[config.mk]
export PLATFORM = sky130hd
export DESIGN_NAME = fetch_stage
export DESIGN_NICKNAME = d
export VERILOG_FILES = /design/src/rtl/fetch_stage.sv
export SDC_FILE = /design/constraint.sdc
export NUM_CORES = 1
export LEC_CHECK = 0
export CAP_MARGIN = 20
export CORE_ASPECT_RATIO = 1.25
export CORE_UTILIZATION = 40
export CTS_BUF_LIST = sky130_fd_sc_hd__clkbuf_4 sky130_fd_sc_hd__clkbuf_8 sky130_fd_sc_hd__clkbuf_16
export DETAILED_ROUTE_END_ITERATION = 8
export PLACE_DENSITY = 0.73
export SLEW_MARGIN = 10
export SYNTH_ARGS = -nofsm -noshare
export SYNTH_HDL_FRONTEND = slang
export SYNTH_SLANG_ARGS = --single-unit
[constraint.sdc]
create_clock -name clk -period 2.2 [get_ports clk]
set_input_delay 0.33 -clock clk [delete_from_list [all_inputs] [get_ports clk]]
set_output_delay 0.33 -clock clk [all_outputs]
set_load 0.05 [all_outputs]
[src/rtl/fetch_stage.sv]
// rtl/fetch_stage.sv - instruction fetch: PC, imem handshake, stall buffer and branch/jump redirects
// Optional FETCH_PERF_EN builds the fetch_count/stall_cycles counters; otherwise both read 0.
module fetch_stage #(
  parameter logic [31:0] RESET_PC = 32'h00000000,
  parameter logic [31:0] NOP_INST = 32'h00000020
) (
  input  logic        clk,
  input  logic        rst_n,
  input  logic        stall,
  input  logic        branch_taken,
  input  logic [31:0] branch_target,
  input  logic        jump,
  input  logic [27:0] jump_target,
  input  logic [31:0] jump_pc4,
  output logic        imem_req,
  output logic [31:0] imem_addr,
  input  logic        imem_ready,
  input  logic [31:0] imem_rdata,
  output logic [31:0] inst_out,
  output logic [31:0] pc4_out,
  output logic        valid_out,
  output logic [31:0] fetch_count,
  output logic [31:0] stall_cycles
);

  typedef enum logic [1:0] {
    S_FETCH = 2'd0,
    S_HELD  = 2'd1,
    S_KILL  = 2'd2
  } state_t;

  state_t      r_state, w_state_nxt;
  logic [31:0] r_pc, w_pc_nxt;
  logic [31:0] r_buf_inst, w_buf_inst_nxt;
  logic [31:0] r_buf_pc4, w_buf_pc4_nxt;
  logic [31:0] r_redir_pc, w_redir_pc_nxt;

  logic        w_redirect;
  logic [31:0] w_target;
  logic [31:0] w_pc4;
  logic        w_req;
  logic        w_valid;
  logic [31:0] w_inst;
  logic [31:0] w_pc4_out;
  logic        w_unused_bits;

  // Branch wins over jump; target low bits are dropped to keep fetches word aligned.
  assign w_redirect    = branch_taken | jump;
  assign w_target      = branch_taken ? {branch_target[31:2], 2'b00}
                                      : {jump_pc4[31:28], jump_target[27:2], 2'b00};
  assign w_pc4         = r_pc + 32'd4;
  assign w_unused_bits = ^{branch_target[1:0], jump_target[1:0], jump_pc4[27:0]};

  always_ff @(posedge clk or negedge rst_n) begin
    if (!rst_n) begin
      r_state    <= S_FETCH;
      r_pc       <= {RESET_PC[31:2], 2'b00};
      r_buf_inst <= '0;
      r_buf_pc4  <= '0;
      r_redir_pc <= '0;
    end else begin
      r_state    <= w_state_nxt;
      r_pc       <= w_pc_nxt;
      r_buf_inst <= w_buf_inst_nxt;
      r_buf_pc4  <= w_buf_pc4_nxt;
      r_redir_pc <= w_redir_pc_nxt;
    end
  end

  always_comb begin
    w_state_nxt    = r_state;
    w_pc_nxt       = r_pc;
    w_buf_inst_nxt = r_buf_inst;
    w_buf_pc4_nxt  = r_buf_pc4;
    w_redir_pc_nxt = r_redir_pc;
    w_req          = 1'b0;
    w_valid        = 1'b0;
    w_inst         = NOP_INST;
    w_pc4_out      = '0;
    unique case (r_state)
      S_FETCH: begin
        w_req = 1'b1;
        if (w_redirect) begin
          if (imem_ready) begin
            w_pc_nxt = w_target;
          end else begin
            w_redir_pc_nxt = w_target;
            w_state_nxt    = S_KILL;
          end
        end else if (imem_ready) begin
          w_pc_nxt = w_pc4;
          if (stall) begin
            w_buf_inst_nxt = imem_rdata;
            w_buf_pc4_nxt  = w_pc4;
            w_state_nxt    = S_HELD;
          end else begin
            w_inst    = imem_rdata;
            w_pc4_out = w_pc4;
            w_valid   = 1'b1;
          end
        end
      end
      S_HELD: begin
        if (w_redirect) begin
          w_pc_nxt    = w_target;
          w_state_nxt = S_FETCH;
        end else if (!stall) begin
          w_inst      = r_buf_inst;
          w_pc4_out   = r_buf_pc4;
          w_valid     = 1'b1;
          w_state_nxt = S_FETCH;
        end
      end
      S_KILL: begin
        // The outstanding request must complete at its original address before redirecting.
        w_req = 1'b1;
        if (w_redirect) begin
          w_redir_pc_nxt = w_target;
        end
        if (imem_ready) begin
          w_pc_nxt    = w_redirect ? w_target : r_redir_pc;
          w_state_nxt = S_FETCH;
        end
      end
      default: begin
        w_state_nxt = S_FETCH;
      end
    endcase
  end

  assign imem_req  = rst_n & w_req;
  assign imem_addr = r_pc;
  assign inst_out  = rst_n ? w_inst : NOP_INST;
  assign pc4_out   = rst_n ? w_pc4_out : 32'd0;
  assign valid_out = rst_n & w_valid;

`ifdef FETCH_PERF_EN
  logic [31:0] r_fetch_count;
  logic [31:0] r_stall_cycles;

  always_ff @(posedge clk or negedge rst_n) begin
    if (!rst_n) begin
      r_fetch_count  <= '0;
      r_stall_cycles <= '0;
    end else begin
      if (valid_out) begin
        r_fetch_count <= r_fetch_count + 32'd1;
      end
      if (stall) begin
        r_stall_cycles <= r_stall_cycles + 32'd1;
      end
    end
  end

  assign fetch_count  = r_fetch_count;
  assign stall_cycles = r_stall_cycles;
`else
  assign fetch_count  = '0;
  assign stall_cycles = '0;
`endif

endmodule

Word level (Yosys, flattened, before mapping):

Index checks and enable logic that the tools add are counted.

* memories: 0
* bits of input ports: 130
* logic and storage cells: 68
* memory bits (read-only): 0
* bits in latches: 0
* flip-flop bits (word level): 130
* output and inout port bits: 162
* RAM bits: 0

* divide/modulo/power cells: 0
* $mul: 0
* $add $sub $neg: 1
* shifts and indexed selects: 0
* equal/unequal tests: 11
* reductions and logical operators: 8
* order comparisons: 0
* muxes and demuxes: 39
* bitwise gates (word level): 4

Operator list (number)
* two-way mux 32 bit: 21
* one-hot mux 32 bit (2 select lines): 3
* one-hot mux 32 bit (3 select lines): 1
* adder 32 x 3 -> 32 bit, second input constant: 1
* two-way mux 2 bit: 7
* inequality test 3 bit, second input constant: 4
* inequality test 2 bit, second input constant: 5
* AND reduction 4 bit: 2
* one-hot mux 2 bit (3 select lines): 1
* two-way mux 1 bit: 5
* AND reduction 5 bit: 1
* AND reduction 3 bit: 1
* nonzero test 3 bit: 1
* bitwise AND 1 bit: 2
* equality test 2 x 1 -> 1 bit, second input constant: 1
* equality test 2 bit, second input constant: 1
* logical NOT 2 bit: 1
* one-hot mux 1 bit (2 select lines): 1
* nonzero test 2 bit: 1
* OR reduction 2 bit: 1
* NOT 1 bit: 1
* bitwise OR 1 bit: 1

Logic depth before layout (Yosys ltp):

* word-level depth: 6
* gate-level depth with buffers: 8
* gate-level depth less buffers: 7

Worst setup path before layout:

OpenSTA, ideal clock, no wires.

* path kind: register -> output
* start: register r_pc[2] (netlist: imem_addr[2])
* end: output port pc4_out[22]
* path slack: -1347 ps
* data required time: 1870 ps
* path buffers: 0
* arrival: 3217 ps
* stages on the path, launching flop included: 7
* cell sequence: dfrtp_1 ha_1 nand4_4 nor4_4 nand4_1 xor2_1 o21ai_0

* cells in the longest elaborated chain, start to end: 6

Ends and longest elaborated chain
* start, declared: RTL line 33 `logic [31:0] r_pc, w_pc_nxt;`
* start signal, assigned: RTL line 57 `r_pc <= {RESET_PC[31:2], 2'b00};`
* start signal, assigned: RTL line 63 `r_pc <= w_pc_nxt;`
* adder 32 x 3 -> 32 bit: RTL line 51 `assign w_pc4 = r_pc + 32'd4;`
* two-way mux 32 bit: RTL line 92 `if (stall) begin`
* two-way mux 32 bit: RTL line 90 `end else if (imem_ready) begin`
* two-way mux 32 bit: RTL line 83 `if (w_redirect) begin`
* one-hot mux 32 bit (2 select lines): RTL line 80 `unique case (r_state)`
* two-way mux 32 bit: RTL line 134 `assign pc4_out = rst_n ? w_pc4_out : 32'd0;`
* end, declared: RTL line 20 `output logic [31:0] pc4_out,`

Every way passes these cells.

Worst setup path after layout:

* start: register r_pc[2] (netlist: imem_addr[2])
* end: output port pc4_out[14]

The elaborated chain is that of the path after synthesis.

==> run_results.csv <==
group,metric,value,unit
sta,finalWorstSetupSlack,-0.5346,ns
hold_path,hold_path.class,"in2async",
pwr,seqPwrFrac,23.3,%
global_route,grt_pass1_wl,54700,um
logic_synthesis,synth_common_cells,"130 x dfrtp_1, 103 x nor2_1, 86 x o21ai_0",
sta,post-route-period-util,124.3,%
logic_synthesis,synth_cells,965,
setup_path,start_kind,"flop",
floorplan,num_rows,59,
logic_synthesis,synth_ff_type,"dfrtp_1",
logic_synthesis,synth_seq_cells,130,
final_layout,antennaDiodeCount,0,
place,finalWeightedCongestion,0.9132,
place,place_area,0.01250,mm^2
drt,drt_iter0_markers,1334,
outcome,status,"finished, violations left",
logic_synthesis,synth.most_common_cell,"dfrtp_1",
drt,final_antenna_net_count,0,
cts,cts_sinks,130,
floorplan,core_area,0.02074,mm^2
logic_synthesis,yosys.area.top_type_share,38.63,%
pwr,p_switching,0.009316,W
drt,vias,10010,
logic_synthesis,synth_enable_flop_cells,0,
logic_synthesis,syn_area,0.008421,mm^2
pwr,leakagePower,6.339,nW
logic_synthesis,yosysTopAreaCell,"dfrtp_1",
setup_path,crit_fanout,4,
cts,htreeDepth,4,
pwr,swShare,46.77,%
drt,drcViolationCount,0,
cts,ctsLongestPathBuffers,2,
final_layout,stdcell_area,0.01545,mm^2
pwr,ir_drop,0.7692,mV
drt,wl,42390,um
logic_synthesis,synth_seq_area_share,38.63,%
pwr,combPwrFrac,61.3,%
sta,worst_pin_slew,0.8091,ns
cts,cts_buffers,17,
floorplan,io_pins,292,
outcome,violations,"setup timing",
final_layout,drive_gt1_share,44.29,%
pwr,p_clk_share,15.5,%
place,portBuffers,195,
cts,cts_tree,"done",
global_route,grt_max_degree,87,
sta,relSlewSlack,46.06,%
pwr,power_density,1290,mW/mm^2
sta,finalCriticalPeriod,2.735,ns
place,hpwl,20330,um
cts,clk-insertion-delay-late,0.44,ns
logic_synthesis,synth-async-reset-ratio,100.0,%
floorplan,die_h,164.2,um
logic_synthesis,synth_warnings,0,
drt,viasPerCell,6.240,
global_route,grt-ovfl-total,0,
job,drv_cap,0,
logic_synthesis,avgSynthCellArea,8.726,um^2
global_route,grt_pass1_vias,9344,
floorplan,dieWidth,131.8,um
sta,finClkSkew,0.01332,ns
sta,slew_violations,0,
cts,clk_pin_slew_worst_paths,0.06,ns
setup_path,worstPathRequired,1.87,ns
logic_synthesis,yosys-top-cells-area,"dfrtp_1 39%, mux2_2 7.5%, buf_4 6.0%, o21ai_0 5.1%, nor2_1 4.6%",
drt,drt_first_pass_iters,6,
global_route,antenna_found_initial,1,
pwr,p_int,0.01060,W
logic_synthesis,yosys.cell_types.count,68,
drt,wl_per_cell,26.43,um
cts,ctsRootBufferMaster,"clkbuf_16",
sta,rsz0062_at_grt,"yes",
sta,fmax,365.7,MHz
sta,setup_viol,115,
final_layout,nets,1452,
final_layout,areaGrowthSynthToFinish,83.45,%
sta,finalHoldViolations,0,
floorplan,die_area,0.02164,mm^2
floorplan,start_util,40.59,%
place,pre_cts_slack,-0.2020,ns
setup_path,critPathCaptureType,"primary output",
setup_path,crit_arrival,2.40,ns
global_route,grtUsageTotal,33.43,%
setup_path,crit_type,"reg2out",
pwr,total_power,0.01992,W
==> area by class of cell <==
type	instances	area, um^2
Clock buffer	17	425.4
Multi-Input combinational cell	745	5992
Clock inverter	15	183.9
Tap cell	274	342.8
Inverter	13	55.05
Sequential cell	130	3277
Timing Repair Buffer	410	5171
Fill cell	1148	5296
==> state kept, by name, indices dropped and copies added, names as in the netlist <==
signal,flops
r_state,2
imem_addr,32
r_buf_pc4,32
r_buf_inst,32
r_redir_pc,32
==> power groups by stage <==
stage          registers, W  logic (W)  clock network (W)
2_1_floorplan       0.00529    0.00456                  0
3_3_place_gp        0.00428    0.00864                  0
3_5_place_dp        0.00436    0.00882                  0
4_1_cts             0.00441     0.0101            0.00299
5_1_grt             0.00469     0.0126            0.00317
6_report            0.00463     0.0122            0.00308
==> per-layer routing <==
| metal | vias up | part of all wire (%) | GRT usage, % |
|---|---|---|---|
| li1 | 4044 | - | - |
| met1 | 4826 | 33 | 36.72 |
| met2 | 848 | 49 | 59.52 |
| met3 | 291 | 10 | 7.562 |
| met4 | 0 | 8.3 | 19.13 |
| met5 | - | 0 | 0 |
==> critical path: stages (launching register included) <==
cell and delay, ns:
dfrtp_4 0.45, ha_4 0.15, nand4_4 0.16, buf_4 0.18, buf_6 0.13, nor3_4 0.27
xor2_2 0.21, a22oi_2 0.11, nor2_4 0.14, buf_12 0.14
==> cell families after synthesis <==
group | share of synthesized area [%]
simple gates | 15.53
fa+ha+maj | 0.7429
compound gates | 22.04
buf+inv | 10.10
mux | 10.10
flops | 38.63
xor+xnor | 2.808
other cells | 0.04453
==> repair_timing <==
item,in CTS,in global routing
pin swaps,80,66
resized for setup,159,80
endpoints found under the setup margin,66,198
setup buffers,48,34
hold endpoints to repair,7,0
cloned,17,11
hold buffers,1,0
==> path summary, 6_finish.rpt <==
path                       cells after the start                         to                      start  slack (ns)
max reg2reg                                   10  r_buf_pc4[14]$_DFFE_PN0P_     r_state[0]$_DFFE_PN0P_       -0.10
min reg2reg                                    2  r_buf_pc4[28]$_DFFE_PN0P_  r_buf_pc4[28]$_DFFE_PN0P_        0.49
max                                            9                pc4_out[14]   imem_addr[2]$_DFFE_PN0P_       -0.53
min in group clk                               2  r_buf_pc4[28]$_DFFE_PN0P_  r_buf_pc4[28]$_DFFE_PN0P_        0.49
min                                            2  r_buf_pc4[29]$_DFFE_PN0P_                      rst_n        0.21
max in group asynchronous                      3  r_redir_pc[6]$_DFFE_PN0P_                      rst_n        1.13
==> per-stage QoR <==
stage	TNS [ns]	cells	hold WS, ns	util [%]
after floorplan	-3.408	1028	0.03441	-
after global placement	-7.991	1472	0.1598	60.28
after detailed placement	-8.881	1472	0.1603	60.28
after CTS	-23.30	1569	0.1796	70.99
after global routing	-32.41	1604	0.2501	74.47
final	-27.35	1604	0.2089	74.47
==> cells in the final DEF, fill, tap and decap left out, drive strengths merged, types with 18 or more instances in the layout <==
| cell | netlist | layout |
|---|---|---|
| a21oi | 66 | 66 |
| o21ai | 89 | 89 |
| nand2 | 85 | 85 |
| nor2 | 103 | 103 |
| mux2i | 22 | 22 |
| nand3 | 24 | 24 |
| dfrtp | 130 | 130 |
| clkdlybuf4s50 | 0 | 118 |
| a22oi | 45 | 45 |
| xor2 | 18 | 18 |
| conb | 1 | 64 |
| clkbuf | 46 | 26 |
| buf | 94 | 274 |
| mux2 | 56 | 56 |
No activity file was read; power rests on OpenSTA's default activity.
==> patch 1 (same flow settings) <==
Take the reset off `r_buf_inst` and load it in a clocked block of its own.
--- a/src/rtl/fetch_stage.sv
+++ b/src/rtl/fetch_stage.sv
@@ -55,16 +55,18 @@
     if (!rst_n) begin
       r_state    <= S_FETCH;
       r_pc       <= {RESET_PC[31:2], 2'b00};
-      r_buf_inst <= '0;
       r_buf_pc4  <= '0;
       r_redir_pc <= '0;
     end else begin
       r_state    <= w_state_nxt;
       r_pc       <= w_pc_nxt;
-      r_buf_inst <= w_buf_inst_nxt;
       r_buf_pc4  <= w_buf_pc4_nxt;
       r_redir_pc <= w_redir_pc_nxt;
     end
+  end
+
+  always_ff @(posedge clk) begin
+    r_buf_inst <= w_buf_inst_nxt;
   end
 
   always_comb begin
Formal check against the unedited RTL: no difference found for any inputs over 4 cycles, from zero or initial values and one cycle with rst_n low; that may be too few to reach the edited logic, so the function may still have changed.
==> patch 1 against the unedited design <==
The run still ends with negative setup slack left. Cell area down 3.3%. Wire length down 12%. Sequential share of layout area up 1.8 points. Total power down 11%. Highest routed layer unchanged. Global-route usage down 2.2 points. Sequential cell count unchanged. First-iteration DRC count down 1.6%. Synthesized area down 0.53%. Final cell count down 1.0%. Core utilization down 0.95 points. Worst setup slack worse by 82 ps. Count of clock-buffer cells in the layout unchanged.
==> patch 1: results (changes against the unedited design) <==
| Metric | Value |
|---|---|
| Status | `finished, violations left` |
| Violated checks | `negative setup slack` |
| Total negative setup slack | `-21870 ps (+5480 ps)` |
| Endpoints failing setup | `79 (-31%)` |
| Initial DRC Count | `1312 (-1.6%)` |
| GPL Wtd Cong | `0.973 (+6.5%)` |
| Post-Layout Cell Count | `1588 (-1.0%)` |
| Final Skew | `12.3 ps (-1.04 ps)` |
| Fillers | `1220 (+6.3%)` |
| Inst Count DP | `1480 (+0.54%)` |
| Mapped Cells | `950 (-1.6%)` |
| Top cells by area, synth | `dfrtp_1 29%, edfxtp_1 11%, buf_4 6.1%, o21ai_0 5.0%, nor2_1 4.7%` |
| Setup WS post-layout | `-616 ps (-81.6 ps)` |
| Number of global-route vias before repair | `9285 (-0.63%)` |
| Worst skew pair latency | `440 ps (about the same)` |
| All-layer global routing usage | `31.2% (-2.2 points)` |
| Asr flop ratio synth | `75.4% (-25 points)` |
| Port buffer count | `195 (unchanged)` |
| Count of flip-flops with a built-in enable after synthesis | `32 (+32)` |
| Design internal power | `9380 uW (-12%)` |
| Largest net degree at the start of global routing | `39 (-55%)` |
| DR vias | `9624 (-3.8%)` |
| Routed length per placed instance | `23.5 um (-11%)` |
| DRT Pass-1 Iters | `6 (unchanged)` |
| Global-route wire length before repair | `51.9 mm (-5.0%)` |
| Pin slew with the least headroom to its limit | `573 ps (-236 ps)` |
| Maximum clock path buffer count | `2 (unchanged)` |
| Max rail drop VDD | `749 uV (-2.6%)` |
| Share of cells above drive strength 1 | `42.6% (-1.6 points)` |
| Antenna violations before repair | `0 (-1)` |
| Post-place setup slack | `-150 ps (+52.2 ps)` |
| CTS clk-pin slew, worst paths | `60 ps (about the same)` |
| Yosys warnings | `0 (unchanged)` |
| Post-synth top cells | `104 x nor2_1, 99 x nand2_1, 98 x dfrtp_1, 84 x o21ai_0, 68 x buf_4` |
| Ant diodes | `0 (unchanged)` |
| Critical path fanouts, max | `3 (-1)` |
| Nets | `1440 (-0.83%)` |
| Max cap viols | `0 (unchanged)` |
| CP Data Arrival Time | `2490 ps (+90 ps)` |
| CTS root buffer | `clkbuf_16` |
| Lkg Pwr | `0.00605 uW (-4.6%)` |
| Seq/Total Area, Yosys | `40.8% (+2.1 points)` |
| Post-synth cell types | `70 (+2.9%)` |
| Estimated wirelength of the detail-placed design | `21.0 mm (+3.3%)` |
| Crit path from | `imem_addr[2]` |
-- patch 1: path summary, 6_finish.rpt --
kind | to | slack [ps] | cells past startpoint
hold / removal | imem_addr[20] | 100 | 2
min in group clk | r_buf_pc4[11] | 490 | 2
setup / recovery | pc4_out[22] | -620 | 7
max in group asynchronous | r_buf_pc4[27] | 1550 | 2
setup reg to reg | imem_addr[21] | -130 | 8
hold reg to reg | r_buf_pc4[11] | 490 | 2
-- patch 1: area by class of cell --
type | instances | area share [%]
Timing Repair Buffer | 410 | 32.3
Clock buffer | 17 | 2.85
Tap cell | 270 | 2.26
Clock inverter | 15 | 0.963
Inverter | 21 | 0.544
Multi-Input combinational cell | 725 | 38.1
Sequential cell | 130 | 23.0
-- patch 1: per-layer routing --
layer | track usage (%) | vias to the layer above | wire (um)
li1 | - | 4013 | -
met1 | 34.8 | 4614 | 13000
met2 | 54.9 | 808 | 18600
met3 | 6.05 | 189 | 3590
met4 | 19.9 | 0 | 2140
met5 | 0 | - | 0
-- patch 1: critical path, cell delays in order, from the launching register on --
cell and delay, ps:
dfrtp_4 430, ha_4 150, nand4_4 210, or4_4 590
nor3_4 190, xnor2_2 130, o21ai_4 190, buf_12 150
-- patch 1: power groups by stage --
stage,combinational [uW],sequential [uW],clock (uW)
2_1_floorplan,4450,4990,0
3_3_place_gp,8580,3980,0
3_5_place_dp,8740,4030,0
4_1_cts,9880,4010,2780
5_1_grt,11200,4190,2910
6_report,10800,4120,2820
-- patch 1: cell families after synthesis --
group | count (synthesis) | synth area share, %
compound gates | 294 | 22.3
xor+xnor | 27 | 2.82
fa+ha+maj | 5 | 0.747
buf+inv | 158 | 10.9
flops | 130 | 40.8
mux | 42 | 5.29
other cells | 1 | 0.0448
simple gates | 293 | 17.1
-- patch 1: through the flow --
| stage | power (uW) | area, sq um |
|---|---|---|
| floorplan | 9440 | 9280 |
| global placement | 12600 | 12600 |
| detailed placement | 12800 | 12600 |
| CTS | 16700 | 14600 |
| global route | 18300 | 14900 |
| finish | 17700 | 14900 |
-- patch 1: repair_timing --
item	in CTS	in global routing
endpoints found under the hold margin	2	0
hold buffers	1	0
resized for setup	149	55
buffers inserted	52	17
pin swaps	93	45
endpoints found under the setup margin	66	97
cloned	13	0
==> patch 2 (same settings) <==
Made on the original files. Add a define of `FETCH_PERF_EN`.
--- a/src/rtl/fetch_stage.sv
+++ b/src/rtl/fetch_stage.sv
@@ -1,5 +1,7 @@
 // rtl/fetch_stage.sv - instruction fetch: PC, imem handshake, stall buffer and branch/jump redirects
 // Optional FETCH_PERF_EN builds the fetch_count/stall_cycles counters; otherwise both read 0.
+`define FETCH_PERF_EN
+
 module fetch_stage #(
   parameter logic [31:0] RESET_PC = 32'h00000000,
   parameter logic [31:0] NOP_INST = 32'h00000020
Function: changed (Yosys sat finds a counterexample within 4 cycles, from zero or initial values and one cycle with rst_n low).
==> patch 2 against the unedited design <==
The flow finishes with violations (negative hold slack, negative setup slack). Final cell count rose by 22%. Global-route usage decreased by 6.8 points. Sequential power increased by 26%. Wire length decreased by 8.6%. Synthesized cell count increased by 21%. Cell area up 19%. Core utilization fell by 6.0 points. Worst setup slack better by 70 ps. Register-to-register slack better by 120 ps. Sequential cell count grew 64. Non-clock buffer count grew 79. Synthesized area is 29% higher. Total power fell by 0.28%. Critical endpoint is now pc4_out[27]. Largest power group unchanged.
==> patch 2: results (changes against the unedited design) <==
| Metric | Value |
|---|---|
| Status | `finished, violations left` |
| Violated checks | `negative hold slack, negative setup slack` |
| Global-route wire length before repair | `58.4 mm (+6.8%)` |
| Critical path fanouts, max | `5 (+1)` |
| Number of global-route vias before repair | `10700 (+14%)` |
| Estimated wirelength of the detail-placed design | `26.9 mm (+32%)` |
| Post-synth top cells | `194 x dfrtp_1, 131 x nor2_1, 125 x nand2_1, 86 x o21ai_0, 56 x mux2_2` |
| Vias/cell | `5.71 (-8.5%)` |
| Inst Count DP | `1873 (+27%)` |
| Met1 usage | `34.9% (-1.8 points)` |
| Port buffer count | `259 (+33%)` |
| Endpoints failing setup | `64 (-44%)` |
| Pin slew with the least headroom to its limit | `888 ps (+78.7 ps)` |
| All-layer global routing usage | `26.6% (-6.8 points)` |
| Final Skew | `7.04 ps (-6.28 ps)` |
| Post-synth cell types | `66 (-2.9%)` |
| CP Data Arrival Time | `2330 ps (-70 ps)` |
| Ant diodes | `0 (unchanged)` |
| Yosys warnings | `0 (unchanged)` |
| Routed length per placed instance | `19.8 um (-25%)` |
| GPL Wtd Cong | `0.933 (+2.2%)` |
| Hold_ws | `-16.9 ps (-226 ps)` |
| Top cells by area, synth | `dfrtp_1 45%, mux2_2 5.8%, nor2_1 4.5%, nand2_1 4.3%, o21ai_0 3.9%` |
| Share of cells above drive strength 1 | `37.6% (-6.7 points)` |
| Max rail drop VDD | `730 uV (-5.0%)` |
| Met3 GRT Util | `4.08% (-3.5 points)` |
| Worst Hold Class | `input port to async pin` |
| Lkg Pwr | `0.00746 uW (+18%)` |
| Worst skew pair latency | `440 ps (about the same)` |
| Total negative setup slack | `-23550 ps (+3800 ps)` |
| Largest net degree at the start of global routing | `102 (+17%)` |
| Setup WS post-layout | `-465 ps (+69.9 ps)` |
| Antenna violations before repair | `0 (-1)` |
| Nets | `1735 (+19%)` |
| Synthesized area per cell | `9.31 sq um (+6.7%)` |
| Initial DRC Count | `772 (-42%)` |
| DRT Wirelength | `38.7 mm (-8.6%)` |
| Met2 Use GR | `43.6% (-16 points)` |
| Final Hold Vio Count | `11 (+11)` |
| Fillers | `1941 (+69%)` |
| Seq/Total Area, Yosys | `44.5% (+5.9 points)` |
| CTS root buffer | `clkbuf_16` |
| CTS clk-pin slew, worst paths | `70 ps` |
| Maximum clock path buffer count | `2 (unchanged)` |
## patch 2: through the flow
stage	instance area (sq um)	setup slack (ps)	power (uW)
2_1_floorplan	11700	-181	11400
3_3_place_gp	16500	-286	15300
3_5_place_dp	16500	-288	15600
4_1_cts	17500	-397	19100
5_1_grt	18400	-507	20800
6_report	18400	-465	19900
## patch 2: cells by family (layout without fill, tap and decap cells)
| kind of cell | after synthesis | count (layout) | synth area share (%) |
|---|---|---|---|
| AO/OA/AOI/OAI | 288 | 288 | 17.1 |
| XOR/XNOR | 90 | 90 | 7.23 |
| adder cells (fa/ha/maj) | 7 | 7 | 0.803 |
| buffers and inverters | 101 | 541 | 3.90 |
| flip-flops | 194 | 194 | 44.5 |
| multiplexers | 81 | 81 | 8.08 |
| AND/OR/NAND/NOR | 410 | 410 | 18.4 |
## patch 2: what timing repair did
action | in CTS | in global routing
hold endpoints to repair | 23 | 0
pin swaps | 24 | 80
hold buffers | 1 | 0
endpoints found under the setup margin | 66 | 92
cloned | 3 | 10
resized for setup | 38 | 104
setup buffers | 17 | 24
## patch 2: cell type report
cell class	instances	area (sq um)	share of cell area (%)
well taps	345	432	2.35
inverters	20	78.8	0.429
repair buffers	489	5500	29.9
clock inverters	14	164	0.892
multi-input cells	876	6880	37.5
clock buffers	18	439	2.39
flip-flops and latches	194	4880	26.6
## patch 2: path summary, 6_finish.rpt
path	startpoint	end	slack, ps	cells past startpoint
max	imem_addr[5]	pc4_out[27]	-460	8
max reg2reg	r_state[0]	imem_addr[28]	20	10
max in group asynchronous	rst_n	r_buf_inst[9]	520	4
min	rst_n	r_state[0]	-20	2
min reg2reg	stall_cycles[31]	stall_cycles[31]	480	1
min in group clk	stall_cycles[31]	stall_cycles[31]	480	1
## patch 2: per-layer routing
layer | wire (um) | up-vias
met1 | 15400 | 5538
li1 | - | 5065
met3 | 2530 | 80
met4 | 1310 | 0
met2 | 19500 | 487
met5 | 0 | -
## patch 2: worst max-delay path, cell delays in order (launching register included)
cell     delay [ps]
dfrtp_2         420
nand3_4         140
buf_6           150
nor3_4          320
nand4_1         230
xor2_1          200
buf_4           150
o21ai_4         130
buf_12          150
## patch 2: power by group
group	switching (uW)	internal (uW)	leakage, uW
clock	1510	1750	0.000293
sequential	1030	4830	0.00241
combinational	6080	4680	0.00476
total	8610	11300	0.00746
